--- config.mk ---
export PLATFORM = sky130hd
export DESIGN_NAME = esp8266_cmd_seq
export DESIGN_NICKNAME = d
export VERILOG_FILES = /design/src/rtl/esp8266_cmd_seq.sv
export SDC_FILE = /design/constraint.sdc
export NUM_CORES = 1
export LEC_CHECK = 0
export ABC_CLOCK_PERIOD_IN_PS = 3000
export CORE_AREA = 2 2 83 85
export DETAILED_ROUTE_END_ITERATION = 8
export DIE_AREA = 0 0 85 87
export PLACE_DENSITY = 0.69
export SLEW_MARGIN = 15
export SYNTH_ARGS = -nofsm -noshare
export SYNTH_HDL_FRONTEND = slang
export SYNTH_SLANG_ARGS = --single-unit
--- constraint.sdc ---
create_clock -name Clk -period 3 [get_ports Clk]
set_input_delay 0.9 -clock Clk [delete_from_list [all_inputs] [get_ports Clk]]
set_output_delay 0.9 -clock Clk [all_outputs]
set_load 0.02 [all_outputs]
--- src/rtl/esp8266_cmd_seq.sv ---
// esp8266_cmd_seq: streams the AT-command ROM to uart_tx over valid/ready,
// with an idle gap between commands and an optional loop mode.
module esp8266_cmd_seq #(
  parameter int ROM_LEN    = 34,
  parameter int GAP_CYCLES = 2500,
  parameter int LOOP       = 0,
  parameter int CMD_W      = 4,
  parameter int ADDR_W     = 6
) (
  input  logic             Clk,
  input  logic             Rst_n,
  input  logic             Start,
  input  logic             Abort,
  input  logic             Tx_ready,
  output logic             Tx_valid,
  output logic [7:0]       Tx_data,
  output logic             Busy,
  output logic             Done,
  output logic [CMD_W-1:0] Cmd_idx
);

  localparam int G  = (GAP_CYCLES < 1) ? 1 : GAP_CYCLES;
  localparam int GW = $clog2(G + 1);
  localparam logic [GW-1:0]     GAP_LAST = GW'(G - 1);
  localparam logic [ADDR_W-1:0] LAST     = ADDR_W'(ROM_LEN - 1);

  // "AT+CIPMUX=1\r\n" then "AT+CIPSERVER=1,8080\r\n"
  localparam logic [7:0] ROM [0:33] = '{
    8'h41, 8'h54, 8'h2B, 8'h43, 8'h49, 8'h50, 8'h4D,
    8'h55, 8'h58, 8'h3D, 8'h31, 8'h0D, 8'h0A,
    8'h41, 8'h54, 8'h2B, 8'h43, 8'h49, 8'h50, 8'h53,
    8'h45, 8'h52, 8'h56, 8'h45, 8'h52, 8'h3D, 8'h31,
    8'h2C, 8'h38, 8'h30, 8'h38, 8'h30, 8'h0D, 8'h0A
  };

  function automatic logic [7:0] rom_byte(
    input logic [ADDR_W-1:0] a
  );
    if (a <= LAST) return ROM[a];
    return 8'h00;
  endfunction

  typedef enum logic [1:0] {
    IDLE, SEND, GAP, DONE
  } state_t;

  state_t            state;
  logic [ADDR_W-1:0] addr;
  logic [ADDR_W-1:0] addr_nx;
  logic [GW-1:0]     gap_cnt;
  logic              restart;
  logic              hs;

  assign hs      = Tx_valid & Tx_ready;
  assign addr_nx = addr + 1'b1;

  always_ff @(posedge Clk or negedge Rst_n) begin
    if (!Rst_n) begin
      state    <= IDLE;
      addr     <= '0;
      gap_cnt  <= '0;
      restart  <= 1'b0;
      Cmd_idx  <= '0;
      Tx_valid <= 1'b0;
      Tx_data  <= 8'h00;
      Busy     <= 1'b0;
      Done     <= 1'b0;
    end else if (Abort) begin
      state    <= IDLE;
      addr     <= '0;
      gap_cnt  <= '0;
      restart  <= 1'b0;
      Cmd_idx  <= '0;
      Tx_valid <= 1'b0;
      Busy     <= 1'b0;
      Done     <= 1'b0;
    end else begin
      Done <= 1'b0;
      unique case (state)
        IDLE: begin
          if (Start) begin
            state    <= SEND;
            addr     <= '0;
            Cmd_idx  <= '0;
            restart  <= 1'b0;
            Tx_valid <= 1'b1;
            Tx_data  <= rom_byte('0);
            Busy     <= 1'b1;
          end
        end
        SEND: begin
          if (hs) begin
            if (Tx_data != 8'h0A) begin
              addr    <= addr_nx;
              Tx_data <= rom_byte(addr_nx);
            end else begin
              Tx_valid <= 1'b0;
              gap_cnt  <= '0;
              if (addr == LAST) begin
                state <= DONE;
                Done  <= 1'b1;
              end else begin
                state <= GAP;
              end
            end
          end
        end
        GAP: begin
          if (gap_cnt == GAP_LAST) begin
            state    <= SEND;
            gap_cnt  <= '0;
            Tx_valid <= 1'b1;
            restart  <= 1'b0;
            // a gap that follows DONE rewinds to the first command
            if (restart) begin
              addr    <= '0;
              Cmd_idx <= '0;
              Tx_data <= rom_byte('0);
            end else begin
              addr    <= addr_nx;
              Cmd_idx <= Cmd_idx + 1'b1;
              Tx_data <= rom_byte(addr_nx);
            end
          end else begin
            gap_cnt <= gap_cnt + 1'b1;
          end
        end
        DONE: begin
          if (LOOP != 0) begin
            state   <= GAP;
            gap_cnt <= '0;
            restart <= 1'b1;
          end else begin
            state <= IDLE;
            Busy  <= 1'b0;
          end
        end
        default: state <= IDLE;
      endcase
    end
  end

endmodule

# ---- After elaboration in Yosys (flattened, before gate mapping)
# Memory sizes are Yosys's and may differ from the RTL's.
# Cells that the tools add are included.
# W data, S select, Z words.
dict set report totals {
  inputBits 5
  mem_count 1
  rom_bits 512
  latchBits 0
  out_inout_bits 15
  regBits 36
  mem_bits_rw 0
}
# name depth word_bits rd rd_clocked_by_memory_dff write_ports line_no
set memory_table {}
lappend memory_table {{(name not given)} 64 8 1 0 0 39} ;# if (a <= LAST) return ROM[a];
dict set report classes {
  bitwise 3
  n_eq_ne 15
  shifts 0
  n_mul 0
  order_cmp 2
  n_reduce_logical 13
  add_sub_neg 3
  div_mod_pow 0
  n_mux 61
}
# cell count
set op_table {}
lappend op_table {{$mux W8} 10}
lappend op_table {{$mux W12} 4}
lappend op_table {{$mux W6} 6}
lappend op_table {{$mux W1} 24}
lappend op_table {{$pmux W12 S2} 1}
lappend op_table {{$pmux W8 S3} 1}
lappend op_table {{$pmux W6 S3} 1}
lappend op_table {{$mux W4} 4}
lappend op_table {{$ne A3 B3 Y1 const B} 5}
lappend op_table {{$add A12 B1 Y12 const B} 1}
lappend op_table {{$eq A12 B12 Y1 const B} 1}
lappend op_table {{$reduce_bool A3 Y1} 4}
lappend op_table {{$mux W2} 5}
lappend op_table {{$reduce_and A5 Y1} 2}
lappend op_table {{$ne A2 B2 Y1 const B} 4}
lappend op_table {{$ne A8 B4 Y1 const B} 1}
lappend op_table {{$pmux W2 S4} 1}
lappend op_table {{$pmux W4 S2} 1}
lappend op_table {{$ge A7 B7 Y1 const B} 1}
lappend op_table {{$not A6 Y7} 1}
lappend op_table {{$add A6 B1 Y6 const B} 1}
lappend op_table {{$eq A6 B6 Y1 const B} 1}
lappend op_table {{$le A6 B6 Y1 const B} 1}
lappend op_table {{$reduce_and A3 Y1} 2}
lappend op_table {{12 further kinds} 14}

# ---- Depth between registers and ports, before layout
dict set report logic_depth {
  depth_word 11
  depth_mapped 10
  mapped_depth_nobuf 8
}

# ---- Least setup slack after synthesis
# Ideal clock, no wire load.
dict set report synth_path {
  path_kind {reg2reg}
  startpoint {reg Tx_data[5]}
  endpoint {reg Tx_data[6]}
  setup_time_ns 0.125
  period_less_slack_ns 2.223
  arrival_ns 2.098
  stages_incl_launch_ff 6
  path_buffers 1
  setup_slack_ns 0.777
  required_ns 2.875
  cell_sequence {dfrtp_1 > or4b_4 > or4_4 > nand4_1 > buf_6 > mux2_2}
}
dict set report synth_between {
  elab_chain_len 3
}
# item line_no
set synth_rtl {}
lappend synth_rtl {{start, declared} 16} ;# output logic [7:0] Tx_data,
lappend synth_rtl {{start signal, assigned} 87} ;# Tx_data <= rom_byte('0);
lappend synth_rtl {{start signal, assigned} 95} ;# Tx_data <= rom_byte(addr_nx);
lappend synth_rtl {{start signal, assigned} 118} ;# Tx_data <= rom_byte('0);
lappend synth_rtl {{$ne A8 B4 Y1} 93} ;# if (Tx_data != 8'h0A) begin
lappend synth_rtl {{$ne A2 B2 Y1 (no line)} n/a}
lappend synth_rtl {{$reduce_and A6 Y1 (no line)} n/a}
# No other way between the ends.
# A chain may end at the register's enable or synchronous reset.

# ---- Worst setup path in the final report
dict set report layout_path {
  startpoint {in Abort}
  endpoint {reg gap_cnt[8]}
}
dict set report layout_between {
  elab_chain_len 2
  word_cells_on_any_way 5
  cone_classes {eq/ne (2); mux (1); reduce/logical (2)}
}
# item line_no
set layout_rtl {}
lappend layout_rtl {{start, declared} 13} ;# input logic Abort,
lappend layout_rtl {{$ne A3 B3 Y1 (no line) or $reduce_bool A3 Y1 (tied branches)} n/a}
lappend layout_rtl {{$reduce_and A3 Y1 (no line)} n/a}
lappend layout_rtl {{end signal, assigned} 125} ;# gap_cnt <= gap_cnt + 1'b1;
lappend layout_rtl {{end, declared} 50} ;# logic [GW-1:0] gap_cnt;
# Several ways; a longest one is shown, not always the timed one.

==> key figures <==
CTS
  – Number of post-CTS setup repair buffers: 0
  – Post-CTS clock slew at the launch and capture registers of the worst setup and hold paths: 60 ps
  – Quantity of gates resized following cts: 0
  – Number of levels the H-tree was split into: 2
  – Clock tree from TritonCTS: built
  – Clock net sink count: 34
  – Max Buffers Root-to-Sink: 2
  – Clock network latency to the later pin of the worst-skew pair: approximately 290 ps
  – Number of buffers created by CTS: 5
  – CTS root buffer: sky130_fd_sc_hd__clkbuf_8
  – Hold buffers post-CTS: 0

Worst setup path
  – Largest driver fanout on the critical path: 12
  – Buffers and inverters on the worst path: 2
  – Data arrival time of the worst path: 2760 ps
  – FF-to-FF Start: addr[2]
  – List of cells traversed by the critical path: clkdlybuf4s50_1 > buf_4 > nor2b_1 > nand2_1 > nor2_2 > nand4_1 > o21ai_0
  – Setup slack of the worst register-to-register path: 450 ps
  – CP startpoint kind: primary input
  – Cell class contributing the biggest share of worst-path delay: simple AND/OR/NAND/NOR gates
  – Start-to-end type of the worst setup path: primary input to register
  – Library cell contributing the largest single delay on the critical path: sky130_fd_sc_hd__clkdlybuf4s50_1
  – Cell depth of the worst flop-to-flop path: 6
  – Nature of the critical path endpoint: register
  – Worst endpoint required time: approximately 3200 ps
  – Endpoint of the worst register-to-register path: Tx_data[0]
  – Slowest Stage Delay on Critical Path: 460 ps

Pwr
  – Max VDD drop: approximately 0.27 mV
  – Total Power Consumption: around 0.0016 W
  – Sequential cell fraction of total power: 0.350
  – Net load switching power: 0.000629 W
  – Combinational fraction of design power: 0.451
  – Fraction of power consumed by the clock network: 0.198
  – Pwr dens: 551 nW/um2
  – Switching fraction of total power: 0.392
  – Static leakage: 1.22 nW
  – Internal power: 0.000975 W

Layout
  – Antenna diode count: 0
  – Share of layout cells above drive strength 1: 0.105
  – Fillers: 647
  – Relative area change from synthesis to final layout: 15.3%
  – Number of nets at the end of the flow: 345
  – End-of-flow core utilization: 0.443
  – Number of cells in the finished layout apart from fillers: 405

Timing
  – Final hold violation count: 0
  – Final setup TNS: 0 ps
  – Number of setup violations in the final report: 0
  – Maximum clock rate: 391 MHz
  – Setup repair after global routing missed its margin: no
  – Minimum hold slack: approximately 480 ps
  – Relative slew slack: 0.543
  – Post-route clock skew: 4.65 ps
  – Share of the clock period used by the worst path after layout: 0.853
  – Actual slew at the worst max-slew pin: 684 ps
  – Min Clock Period, post-route: 2560 ps
  – Number of max-slew violations in the final report: 0

Worst hold path
  – Hold-critical path endpoint: gap_cnt[11]
  – HP Class: register to register
  – Count of cells along the worst hold path: 1
  – Hold Path Origin: gap_cnt[11]

Drt
  – Drt total wl: 5960 um
  – DRC violation count after routing: 0
  – Number of vias per cell after detailed routing: 5.70
  – Antenna viol nets, final: 0
  – Drt first-iter violations: 147
  – Final routed wire length divided by cell count: 14.7 um
  – Vias: about 2,300
  – First-pass DRT Iterations: 5

Global route
  – Overall routing resource usage: 0.173
  – Maximum number of pins on one net before global-route repair: 35
  – Congestion Overflow GR: 0
  – Initial antenna violation count: 0
  – Wire length of the first global-routing pass: between 10,000 and 15,000 um
  – Vias in the first global route: 2,146

Synth
  – Most common flop cell mapped by yosys: sky130_fd_sc_hd__dfrtp_1
  – Number of warning messages in the yosys log: 0
  – Cell area after technology mapping: 2530 um2
  – Share of the yosys chip area belonging to registers: 0.337
  – Post-synthesis cell count: 303
  – Post-synthesis async set-or-reset flop share: 1.00
  – Number of register bits inferred by synthesis: 34
  – Net count after synthesis: about 320
  – Average footprint of a synthesized cell: approximately 8.3 um2
  – Distinct cell type count of the synthesized netlist: 53
  – Number of flops mapped to enable cells by yosys: 0

Floorplan
  – Chip Width: 85 um
  – Die height: 87 um
  – Standard-cell rows: 30
  – I/O pin total: 20
  – Starting density of the core: 0.385
  – Core area: 6570 um2
  – Floorplan die area: 7400 um2

Placed design
  – Buffers on Ports: 18
  – HPWL after detailed placement: 4340 um
  – Placed cell count: 398
  – Final RePlAce weighted congestion: 0.842

Outcome
  – Status: finished clean

Job
  – Max cap viols: 0
==> logic make-up after synthesis <==
family | synth area share
compound gates | 0.252
xor+xnor | 0.0406
fa+ha+maj | 0.0743
buf+inv | 0.0495
flops | 0.337
mux | 0.0208
other cells | 0.00148
simple gates | 0.224
==> power by group through the flow <==
stage	clock network (W)	registers [W]	logic [W]
2_1_floorplan	0	0.000623	0.000433
3_3_place_gp	0	0.000570	0.000713
3_5_place_dp	0	0.000571	0.000717
4_1_cts	0.000327	0.000563	0.000721
5_1_grt	0.000346	0.000570	0.000804
6_report	0.000318	0.000562	0.000724
==> cell usage after synthesis (all sizes together) (3+ instances only) <==
cell type  number  share of area
o21ai          35          0.074
dfrtp          34           0.34
nand2          34          0.051
nor2           26          0.040
a21oi          17          0.034
ha             15          0.074
inv            11          0.016
nand4          11          0.027
o31ai          11          0.033
nand3          10          0.022
a31oi           9          0.022
clkbuf          9          0.013
buf             8          0.018
and3            6          0.015
nor2b           5          0.012
xnor2           5          0.023
xor2            5          0.017
nand2b          4         0.0099
nor3            4         0.0079
a22o            3          0.011
a41oi           3          0.010
mux2i           3          0.012
nor4            3          0.013
o211ai          3         0.0089
o21a            3         0.0089
o22ai           3         0.0074
==> layout make-up <==
cell class              count  area (um2)  area share
clock buffers               7        76.3      0.0262
repair buffers             32         285      0.0979
flip-flops and latches     34         851       0.292
inverters                  12        45.0      0.0155
well taps                  80         100      0.0344
multi-input cells         240        1560       0.534
==> layer usage <==
metal  vias up  wire length, um  part of all wire  track usage
li1       1152                -                 -            -
met3        12              253             0.042       0.0284
met4         0              127             0.021       0.0635
met2        67             2720              0.46        0.274
met1      1076             2860              0.48        0.238
met5         -                0                 0            0
==> worst register-to-register path: cells and delay by family (launching register included) <==
family	cells	cell delay [ps]
AO/OA/AOI/OAI	3	520
AND/OR/NAND/NOR	2	970
flip-flops	1	680
XOR/XNOR	1	310
==> layout by cell type, fill, tap and decap left out, types with 4 or more instances in the layout <==
cell	count
sky130_fd_sc_hd__clkbuf_8	5
sky130_fd_sc_hd__nor2b_1	5
sky130_fd_sc_hd__nand4_1	11
sky130_fd_sc_hd__nand2_1	34
sky130_fd_sc_hd__inv_1	11
sky130_fd_sc_hd__nor3_1	4
sky130_fd_sc_hd__dfrtp_1	34
sky130_fd_sc_hd__a31oi_1	9
sky130_fd_sc_hd__a21oi_1	17
sky130_fd_sc_hd__buf_4	14
sky130_fd_sc_hd__nand3_1	9
sky130_fd_sc_hd__nand2b_1	4
sky130_fd_sc_hd__o31ai_1	11
sky130_fd_sc_hd__o21ai_0	31
sky130_fd_sc_hd__xor2_1	5
sky130_fd_sc_hd__and3_1	6
sky130_fd_sc_hd__nor2_1	25
sky130_fd_sc_hd__ha_1	15
sky130_fd_sc_hd__clkdlybuf4s50_1	18
==> state kept, by name, indices dropped and copies added, names as in the netlist <==
signal / count
addr: 6
gap_cnt: 12
Busy: 1
Cmd_idx: 4
Tx_data: 7
state: 2
Done: 1
Tx_valid: 1
==> worst max-delay path by stage <==
stage | from | endpoint | slack [ps] | depth (start not counted)
3_3_place_gp | Tx_ready | gap_cnt[7] | -5 | 7
4_1_cts | Tx_ready | gap_cnt[8] | 240 | 7
5_1_grt | addr[2] | Tx_data[1] | 150 | 6
6_report | Abort | gap_cnt[8] | 440 | 7
2_1_floorplan | Tx_data[5] | Tx_data[6] | 780 | 5
3_5_place_dp | Tx_ready | gap_cnt[8] | -50 | 7
==> per-stage QoR <==
step / setup WS [ps] / area [um2]
after global routing: 153 / 2910
after floorplan: 777 / 2530
after CTS: 244 / 2910
final: 441 / 2910
after detailed placement: -53.7 / 2830
after global placement: -4.51 / 2830
Power figures use the tool's default switching activity.
